--- config.mk ---
export PLATFORM = sky130hd
export DESIGN_NAME = coso_beat_sampler
export DESIGN_NICKNAME = d
export VERILOG_FILES = /design/src/rtl/coso_beat_sampler.sv
export SDC_FILE = /design/constraint.sdc
export NUM_CORES = 1
export LEC_CHECK = 0
export CAP_MARGIN = 20
export CORE_MARGIN = 2
export CORE_UTILIZATION = 59
export CTS_CLUSTER_DIAMETER = 60
export DETAILED_ROUTE_END_ITERATION = 6
export PLACE_DENSITY_LB_ADDON = 0.25
export SLEW_MARGIN = 25
export SYNTH_ARGS = -nofsm -noshare
export SYNTH_HDL_FRONTEND = slang
export SYNTH_SLANG_ARGS = --single-unit
--- constraint.sdc ---
create_clock -name clk -period 4 [get_ports clk]
set_input_delay 0.8 -clock clk [delete_from_list [all_inputs] [get_ports clk]]
set_output_delay 0.8 -clock clk [all_outputs]
set_load 0.01 [all_outputs]
--- src/rtl/coso_beat_sampler.sv ---
// coso_beat_sampler: gates the COSO ripple counter over one beat period and packs count LSBs into words
module coso_beat_sampler #(
    parameter int width         = 16,
    parameter int outWidth      = 32,
    parameter int settleCycles  = 4,
    parameter int timeoutCycles = 1048576
) (
    input  logic                clk,
    input  logic                clr,
    input  logic                en,
    input  logic                beat,
    input  logic [width-1:0]    cnt,
    output logic                cntClr,
    output logic                cntEn,
    output logic [outWidth-1:0] outData,
    output logic                outValid,
    input  logic                outReady,
    output logic [width-1:0]    lastCnt,
    output logic                errTimeout,
    output logic                errZero,
    output logic                errUnstable
);
    localparam int tw = $clog2(timeoutCycles > 256 ? timeoutCycles : 256);
    localparam int bw = $clog2(outWidth + 1);

    typedef enum logic [2:0] {idle, clear, arm, count, settle, capture, push} state_t;

    state_t state, state_n, rest;
    logic [tw-1:0] tmr;
    logic [bw-1:0] bit_cnt;
    logic [width-1:0] cap_a;
    logic [outWidth-1:0] pack;
    logic s0, s1, s2, rise;
    logic same, tout, acc, zero, unst, load;

    assign rise = s1 & ~s2;

    // beat synchronizer plus one extra stage for rising-edge detection
    always_ff @(posedge clk) begin
        if (clr) {s0, s1, s2} <= 3'b000;
        else {s0, s1, s2} <= {beat, s0, s1};
    end

    // next state and per-cycle events; compares are made against the live count so a stable capture takes two cycles
    always_comb begin
        rest = en ? clear : idle;
        same = cap_a == cnt;
        tout = (state == arm || state == count) && tmr == tw'(timeoutCycles - 1);
        unst = state == capture && tmr == tw'(4) && !same;
        zero = state == capture && tmr != '0 && same && cnt == '0;
        acc = state == capture && tmr != '0 && same && cnt != '0;
        load = state == push && (!outValid || outReady);
        state_n = state;
        case (state)
            idle:    state_n = en ? clear : idle;
            clear:   state_n = tmr == tw'(1) ? arm : clear;
            arm:     state_n = tout ? rest : rise ? count : arm;
            count:   state_n = tout ? rest : rise ? settle : count;
            settle:  state_n = tmr == tw'(settleCycles - 1) ? capture : settle;
            capture: state_n = acc && bit_cnt == bw'(outWidth - 1) ? push : (acc || zero || unst) ? rest : capture;
            push:    state_n = load ? rest : push;
            default: state_n = idle;
        endcase
    end

    // state register, per-state cycle timer and registered counter controls derived from the next state
    always_ff @(posedge clk) begin
        if (clr) begin
            state <= idle;
            tmr <= '0;
            cntClr <= 1'b1;
            cntEn <= 1'b0;
        end else begin
            state <= state_n;
            tmr <= state_n != state ? '0 : tmr + 1'b1;
            cntClr <= state_n == idle || state_n == clear || state_n == push;
            cntEn <= state_n == count;
        end
    end

    // capture, bit packing, output handshake and sticky error flags
    always_ff @(posedge clk) begin
        if (clr) begin
            cap_a <= '0;
            pack <= '0;
            bit_cnt <= '0;
            outData <= '0;
            outValid <= 1'b0;
            lastCnt <= '0;
            errTimeout <= 1'b0;
            errZero <= 1'b0;
            errUnstable <= 1'b0;
        end else begin
            if (state == capture) cap_a <= cnt;
            if (acc) begin
                lastCnt <= cnt;
                pack <= (bit_cnt == '0 ? '0 : pack) | (outWidth'(cnt[0]) << bit_cnt);
            end
            bit_cnt <= load ? '0 : acc ? bit_cnt + 1'b1 : bit_cnt;
            if (load) outData <= pack;
            outValid <= load | (outValid & ~outReady);
            errTimeout <= errTimeout | tout;
            errZero <= errZero | zero;
            errUnstable <= errUnstable | unst;
        end
    end
endmodule

==> reports/metrics.yaml <==
core_mm2: 0.00915
setup_ws_ns: 0.901
reg2reg_from: "tmr[0]$_SDFF_PP0_"
critPathMaxStageDelay_ns: 0.54
yosysMostFrequentCell: "nand2_1"
stdcell_count: 823
slew_headroom: 0.571
drt_first_pass_iters: 5
grt-ovfl-total: 0
rsz0062_at_grt: "no"
dr.first_iter.drc_count: 243
antenna_cells: 0
cp-end-kind: "flop"
ctsResizeCount: 0
post-dp-hpwl_mm: 8.15
min_path_type: "flop to flop"
clockRootBuffer: "clkbuf_8"
synth_area_mm2: 0.00551
worst_path_max_delay_cell: "nor3_1"
dr_wl_met2_mm: 6.09
synth_top_family_by_area: "simple AND/OR/NAND/NOR gates"
final-hold-violation-count: 0
reg2reg_slack_ns: 1.20
fin_crit_ns: 3.10
setup_viol: 0
row_count: 35
syn-instance-count: 628
ys.flop_type: "dfxtp_1"
layout-drive-gt1-share: 0.110
cts_buffers: 17
drt_wl_total_mm: 12.4
worstPathArrival_ns: 3.50
grt_max_degree: 62
cp_num_cells: 9
dp_slack_ns: 0.414
synth_commonest_cells: "nand2_1 (150), dfxtp_1 (134), a21oi_1 (56), nor2_1 (37), o21ai_0 (33)"
path_cells: "clkdlybuf4s50_1 > xor2_1 > nor4_2 > nand4_2 > nor3_1 > a41oi_2 > buf_4 > nand2_1 > o21ai_0"
synth_top_area_share: 0.487
clk_pin_slew_ns: 0.06
design_area_mm2: 0.00691
synthDistinctLibCells: 48
filler_cell_count: 622
antenna_found_initial: 0
postCtsSetupBuffers: 0
finalWeightedCongestion: 0.815
fin_skew_ns: 0.0109
cts-htree-levels: 4
status: "finished, final reports clean"
timing_worst_slew_pin_value_ns: 0.634
dieArea_mm2: 0.0101
wl_met1_mm: 5.36
power_density_mw_per_mm2: 439
clock_sinks: 134
start_util: 0.602
synth_warnings: 0
critPathRequiredTime_ns: 4.40
leakagePower_nw: 2.38
syn_nets: 654
grt_usage: 0.256
layout.nets: 725
endpoint: "pack[27]$_SDFFE_PP0P_"
synth_compound_area_frac: 0.112
clkLatencyLatePin_ns: 0.53
reg2reg_depth: 9
synth_top_area_cell: "dfxtp_1"
dpl_cell_area_mm2: 0.00634
ir_worst_vdd_mv: 0.334
synthMuxAreaShare: 0.0327
path_buf_inv: 2
vias_per_cell: 5.65
avgRoutedWirePerCell_um: 15.1
slew_viol_final: 0
die_height_um: 101
vias: 4650
critPathLaunchType: "primary input"
cp_top_family: "simple AND/OR/NAND/NOR gates"
drc: 0
grt_pass1_vias: 4575
async_flop_share: 0
cts_tree: "yes"
synth-edff-count: 0
dp_cells: 791
drv_cap: 0
die_x_um: 101
crit_start: "cnt[13]"
synth_fa_ha_area_frac: 0.0114
wl_met3_um: 680
fmax_mhz: 323
postSynthAreaPerCell_um2: 8.77
synthTopCellsByArea: "dfxtp_1 (49%), nand2_1 (10%), a21oi_1 (5.1%)"
critPathKind: "primary input to flop"
ys_seq_area_frac: 0.487
antenna_left: 0
dr.max_layer_used: "met4"
synth-simple-area-share: 0.261
crit_path_max_fanout: 26
fin_crit_sh: 0.775
area_delta_synth_final_pct: 25.6
grt_pass1_wl_mm: 20.5
synthXorXnorAreaFrac: 0.0620
r2r_end: "tmr[19]$_SDFF_PP0_"
cts_hold_buf: 0
ys_seq_elements: 134
clockBufferDepth: 2
whs_ns: 0.451
io_pins: 75
tns_ns: 0
numPortBuffers: 74
min_from: "s0$_SDFF_PP0_"
cell usage in the layout, fill, tap and decap left out, types with 11 or more instances in the layout:
cell / instances
nand2_1: 150
dfxtp_1: 134
clkdlybuf4s50_1: 73
a21oi_1: 55
nor2_1: 36
o21ai_0: 33
xor2_1: 27
mux2i_1: 18
nor3_2: 18
clkbuf_16: 16
nand4_1: 15
xnor2_1: 12
nor4_1: 11
power by group:
group	total (mW)	internal, mW	switching [mW]
combinational	0.183	0.0746	0.108
clock	1.49	0.859	0.633
sequential	1.36	1.34	0.0151
worst min-delay path by stage:
| stage | endpoint | depth (start not counted) | slack [ns] |
|---|---|---|---|
| global placement | s1$_SDFF_PP0_ | 1 | 0.43 |
| CTS | outData[14]$_SDFFE_PP0P_ | 2 | 0.45 |
| detailed placement | pack[17]$_SDFFE_PP0P_ | 2 | 0.44 |
| floorplan | s1$_SDFF_PP0_ | 1 | 0.41 |
| global route | s1$_SDFF_PP0_ | 1 | 0.47 |
| finish | s1$_SDFF_PP0_ | 1 | 0.45 |
cell type report:
cell class | count | area [µm²] | share of cell area
clock buffers | 18 | 428 | 0.0619
repair buffers | 84 | 823 | 0.119
well taps | 111 | 139 | 0.0201
multi-input cells | 452 | 2660 | 0.385
clock inverters | 14 | 141 | 0.0204
flip-flops and latches | 134 | 2680 | 0.388
inverters | 10 | 37.5 | 0.00543
layer usage:
layer  global-route usage  up-vias
li1                     -     2279
met1                0.306     2211
met2                0.420      133
met3               0.0832       27
met4                0.112        0
met5                    0        -
metrics by stage:
stage | utilization | power, mW
global route | 0.755 | 3.12
global placement | 0.693 | 1.56
CTS | 0.755 | 3.05
detailed placement | 0.693 | 1.57
floorplan | - | 1.51
finish | 0.755 | 3.03
sequential cells by signal (all words and copies together) (netlist names), 3 cells and up:
signal	flops
outData	32
pack	32
tmr	20
cap_a	16
lastCnt	16
bit_cnt	6
state	3
cell families (layout without fill, tap and decap cells):
kind of cell / Yosys count / in the layout
AOI/OAI and AO/OA: 104 / 104
xor gates and xnor gates: 39 / 39
and+or+nand+nor: 286 / 286
DFF: 134 / 134
muxes: 18 / 18
buffers and inverters: 42 / 126
adders and majority gates: 5 / 5
Note: power is estimated with default switching activity, not from simulation.
==> RTL edit 1 (config.mk and constraints unchanged) <==
One comparison of `bit_cnt` changes from == to >=.
--- a/src/rtl/coso_beat_sampler.sv
+++ b/src/rtl/coso_beat_sampler.sv
@@ -57,7 +57,7 @@
             arm:     state_n = tout ? rest : rise ? count : arm;
             count:   state_n = tout ? rest : rise ? settle : count;
             settle:  state_n = tmr == tw'(settleCycles - 1) ? capture : settle;
-            capture: state_n = acc && bit_cnt == bw'(outWidth - 1) ? push : (acc || zero || unst) ? rest : capture;
+            capture: state_n = acc && bit_cnt >= bw'(outWidth - 1) ? push : (acc || zero || unst) ? rest : capture;
             push:    state_n = load ? rest : push;
             default: state_n = idle;
         endcase
Check against the original RTL: no difference found for any inputs over 10 cycles, from zero or initial values; that may be too few to reach the edited logic, so the function may still have changed.
==> RTL edit 1 against the unedited design <==
Worst setup slack improved by 0.052 ns; power rose by 4.3%; critical path depth did not move; via count rose by 0.52%; die area rose by 1.6%; synthesized area rose by 1.7%; synthesized cell count fell by 2.1%; sequential cell count did not move; design area rose by 1.9%; routed wire length rose by 2.4%.
==> RTL edit 1: results (changes against the unedited design) <==
status: finished clean
Gate power share: 5.7% (-0.3 points)
max incr delay on CP: 0.50 ns (-0.04 ns)
worst skew pair latency: 0.52 ns
first-pass GRT wire length: 21.31 mm (+4.1%)
met1 wire length: 5.490 mm (+2.3%)
Pwr Density: 449.4 mW/mm^2 (+2.4%)
peak fanout along the critical path: 20 (-23%)
DRT Pass-1 Iters: 5 (unchanged)
tightest hold margin: 0.4520 ns (+0.001106 ns)
Post-Syn Instances: 615 (-2.1%)
Top delay family on crit path: simple AND/OR/NAND/NOR gates
M1 GR Usage: 33.04% (+2.4 points)
Post-DP Area: 0.006424 sq mm (+1.2%)
starting DRC count in detailed routing: 245 (+0.82%)
GR Layer Usage met2: 43.56% (+1.6 points)
Critical R2R Capture: pack[30]$_SDFFE_PP0P_
Resized Gates After CTS: 0 (unchanged)
clock skew: 0.01083 ns (-0.00004890 ns)
placed cells: 792 (+0.13%)
RePlAce Congestion: 0.8237 (+1.1%)
dpl ws: 0.4961 ns (+0.08175 ns)
vias in the first global route: 4,516 (-1.3%)
number of port buffers: 74 (unchanged)
largest net degree at the start of global routing: 45 (-27%)
VDD IR max: 0.3037 mV (-9.1%)
WP data arrival: 3.47 ns (-0.03 ns)
wire length per cell: 15.41 microns (+2.4%)
adder-cell share of the synthesized area: 1.117% (-0.019 points)
sequential area share after synthesis: 47.91% (-0.81 points)
multiplexer share of the synthesized area: 3.419% (+0.15 points)
Worst Hold Depth: 2 (+1)
fin nets: 708 (-2.3%)
HP Start: outData[14]$_SDFFE_PP0P_
worst slew pin tran: 0.8771 ns (+0.2428 ns)
Synth top cells by count: dfxtp_1, nand2_1, a21oi_1
R2R depth: 6 (-3)
Leak: 2.370 nW (-0.50%)
FF-to-FF Start: state[0]$_SDFF_PP0_
grt met3 use: 4.486% (-3.8 points)
share of layout cells above drive strength 1: 10.52% (-0.44 points)
flop2flop setup slack: 0.98 ns (-0.22 ns)
wire length on met2: 6.305 mm (+3.5%)
Netlist cell types: 50 (+4.2%)
Worst Hold End: outData[14]$_SDFFE_PP0P_
routed length on met3: 558 microns (-18%)
Sw Ratio: 22.28% (-2.7 points)
total global-route track usage: 26.09% (+0.53 points)
Syn Nets: 641 (-2.0%)
post-synthesis compound-gate area fraction: 12.11% (+0.89 points)
Fill cells: 641 (+3.1%)
Cell Count, Final, Fillers Out: 823 (unchanged)
Post-Synth XOR/XNOR Area: 6.101% (-0.10 points)
slowest CP cell: clkdlybuf4s50_1
dpl hpwl: 8.201 mm (+0.63%)
Via Count: 4,674 (+0.52%)
# diodes: 0 (unchanged)
Area contributors post-synth: dfxtp_1, nand2_1, a22o_1, xnor2_1, a21oi_1
## RTL edit 1: cell type report
class	instances	area [sq um]	share of cell area, %
clock buffer	20	445.4	6.323
timing repair buffer	83	803.3	11.40
sequential	134	2683	38.08
clock inverter	11	172.7	2.451
multi-input combinational	435	2738	38.86
inverter	11	41.29	0.5861
tap	129	161.4	2.291
## RTL edit 1: worst max-delay path by stage
stage / endpoint / slack, ns / start / depth (start not counted)
6_report: tmr[8]$_SDFF_PP0_ / 0.95 / cnt[3] / 9
5_1_grt: pack[30]$_SDFFE_PP0P_ / 0.78 / state[0]$_SDFF_PP0_ / 6
4_1_cts: tmr[8]$_SDFF_PP0_ / 1.02 / cnt[3] / 9
3_5_place_dp: tmr[8]$_SDFF_PP0_ / 0.50 / cnt[3] / 9
3_3_place_gp: tmr[1]$_SDFF_PP0_ / 0.69 / cnt[3] / 9
2_1_floorplan: pack[11]$_SDFFE_PP0P_ / 1.41 / cnt[7] / 7
==> RTL edit 2 (same flow settings) <==
Without the edit above. Set the parameter `outWidth` to 16 (it was 32).
--- a/src/rtl/coso_beat_sampler.sv
+++ b/src/rtl/coso_beat_sampler.sv
@@ -1,7 +1,7 @@
 // coso_beat_sampler: gates the COSO ripple counter over one beat period and packs count LSBs into words
 module coso_beat_sampler #(
     parameter int width         = 16,
-    parameter int outWidth      = 32,
+    parameter int outWidth      = 16,
     parameter int settleCycles  = 4,
     parameter int timeoutCycles = 1048576
 ) (
Ports: changed (resized outData); port bits go from 75 to 59. The function was not compared with the original's and may differ.
==> RTL edit 2 against the unedited design <==
Routed wire length is 22% lower; power down 41%; sequential cell count fell by 33; critical path type unchanged; core utilization decreased by 3.7 points; combinational power fell by 32%; count of clock-buffer cells in the layout fell by 9; die area down 19%; critical endpoint is now tmr[13]$_SDFF_PP0_; worst setup slack worse by 0.16 ns; design area fell by 25%; synthesized area down 20%.
==> RTL edit 2: results (changes against the unedited design) <==
Area contributors post-synth: dfxtp_1, nand2_1, a21oi_1, xor2_1, nor2_1
dpl hpwl: 6.730 mm (-17%)
Post-Syn Instances: 520 (-17%)
GR Layer Usage met2: 39.61% (-2.4 points)
vias in the first global route: 3,548 (-22%)
placed cells: 653 (-17%)
Post-Synth XOR/XNOR Area: 7.329% (+1.1 points)
Netlist cell types: 52 (+8.3%)
clock-pin slew on the worst setup and hold paths: 0.10 ns (+0.04 ns)
adder-cell share of the synthesized area: 1.698% (+0.56 points)
sequential area share after synthesis: 45.73% (-3.0 points)
Synth top cells by count: nand2_1, dfxtp_1, a21oi_1
starting DRC count in detailed routing: 242 (-0.41%)
Fill cells: 568 (-8.7%)
first-pass GRT wire length: 16.39 mm (-20%)
Leak: 1.787 nW (-25%)
Largest register FFs: 20
Rel. slew slack: 44.73% (-12 points)
total global-route track usage: 24.04% (-1.5 points)
M1 GR Usage: 32.22% (+1.6 points)
Num CTS Buffers: 9 (-8)
peak fanout along the critical path: 20 (-23%)
status: finished clean
post-CTS setup buffer count: 0 (unchanged)
post-synthesis compound-gate area fraction: 12.39% (+1.2 points)
fin nets: 592 (-18%)
grt met3 use: 3.172% (-5.1 points)
largest net degree at the start of global routing: 60 (-3.2%)
clock skew: 0.01527 ns (+0.004395 ns)
vias per inst: 5.635 (-0.26%)
Syn Nets: 547 (-16%)
worst skew pair latency: 0.38 ns (-0.15 ns)
WP data arrival: 3.52 ns (+0.02 ns)
VDD IR max: 0.1949 mV (-42%)
share of layout cells above drive strength 1: 8.596% (-2.4 points)
multiplexer share of the synthesized area: 0.4527% (-2.8 points)
number of port buffers: 58 (-22%)
H-tree lvl count: 3 (-1)
RePlAce Congestion: 0.8561 (+5.1%)
Via Count: 3,770 (-19%)
Total Wirelength: 9.616 mm (-22%)
-- RTL edit 2: cell types whose count changed in the layout (fill, tap and decap cells not counted), moves of 7 or more --
| cell | unedited run | this run |
|---|---|---|
| clkbuf_16 | 16 | 0 |
| clkbuf_8 | 2 | 9 |
| clkdlybuf4s50_1 | 73 | 57 |
| dfxtp_1 | 134 | 101 |
| mux2i_1 | 18 | 2 |
| nand2_1 | 150 | 123 |
| nand3_1 | 9 | 17 |
| nand4_1 | 15 | 5 |
| nor2_1 | 36 | 24 |
| nor2_2 | 1 | 10 |
| nor3_2 | 18 | 0 |
| nor4_1 | 11 | 4 |
| o21ai_0 | 33 | 7 |
-- RTL edit 2: metrics by stage --
stage / hold slack (ns) / instance area, sq um / setup WS [ns]
after floorplan: 0.4138 / 4422 / 1.236
final: 0.4495 / 5213 / 0.7405
after detailed placement: 0.4318 / 5024 / 0.3670
after global routing: 0.4683 / 5213 / 0.6492
after global placement: 0.4269 / 5024 / 0.4401
after CTS: 0.4557 / 5213 / 0.7593
-- RTL edit 2: worst max-delay path, cell delays in order --
cell and delay [ns]:
clkdlybuf4s50_1 0.53, xor2_1 0.20, nor4_2 0.30, nand4_2 0.22
or4_1 0.69, and3_4 0.24, o211ai_2 0.13, buf_4 0.30
nor2_1 0.09
-- RTL edit 2: area by class of cell --
cell class	instances	area [sq um]	share of cell area, %
timing repair buffer	62	605.6	11.62
clock buffer	9	123.9	2.376
clock inverter	7	65.06	1.248
sequential	101	2022	38.79
tap	99	123.9	2.376
inverter	11	41.29	0.7921
multi-input combinational	380	2231	42.80
-- RTL edit 2: where the power goes --
| group | internal, mW | leakage (nW) | switching (mW) | total (mW) |
|---|---|---|---|---|
| sequential | 1.01 | 0.814 | 0.00868 | 1.02 |
| clock | 0.241 | 0.0878 | 0.389 | 0.631 |
| combinational | 0.0513 | 0.885 | 0.0738 | 0.125 |
| total | 1.30 | 1.79 | 0.472 | 1.78 |
-- RTL edit 2: routing by layer --
metal	vias to the layer above	part of all wire [%]
li1	1858	-
met1	1796	46
met4	0	1.1
met3	12	4.1
met5	-	0
met2	104	49
-- RTL edit 2: cells by family after synthesis --
group / count (synthesis)
fa+ha+maj: 6
buf+inv: 39
mux: 2
flops: 101
simple gates: 247
compound gates: 88
xor+xnor: 37
-- RTL edit 2: worst paths after layout --
path / from / to / slack [ns] / cells past startpoint
setup / recovery: cnt[0] / tmr[13]$_SDFF_PP0_ / 0.74 / 9
hold / removal: s0$_SDFF_PP0_ / s1$_SDFF_PP0_ / 0.45 / 1
setup reg to reg: state[1]$_SDFF_PP0_ / tmr[13]$_SDFF_PP0_ / 1.26 / 8
hold reg to reg: s0$_SDFF_PP0_ / s1$_SDFF_PP0_ / 0.45 / 1
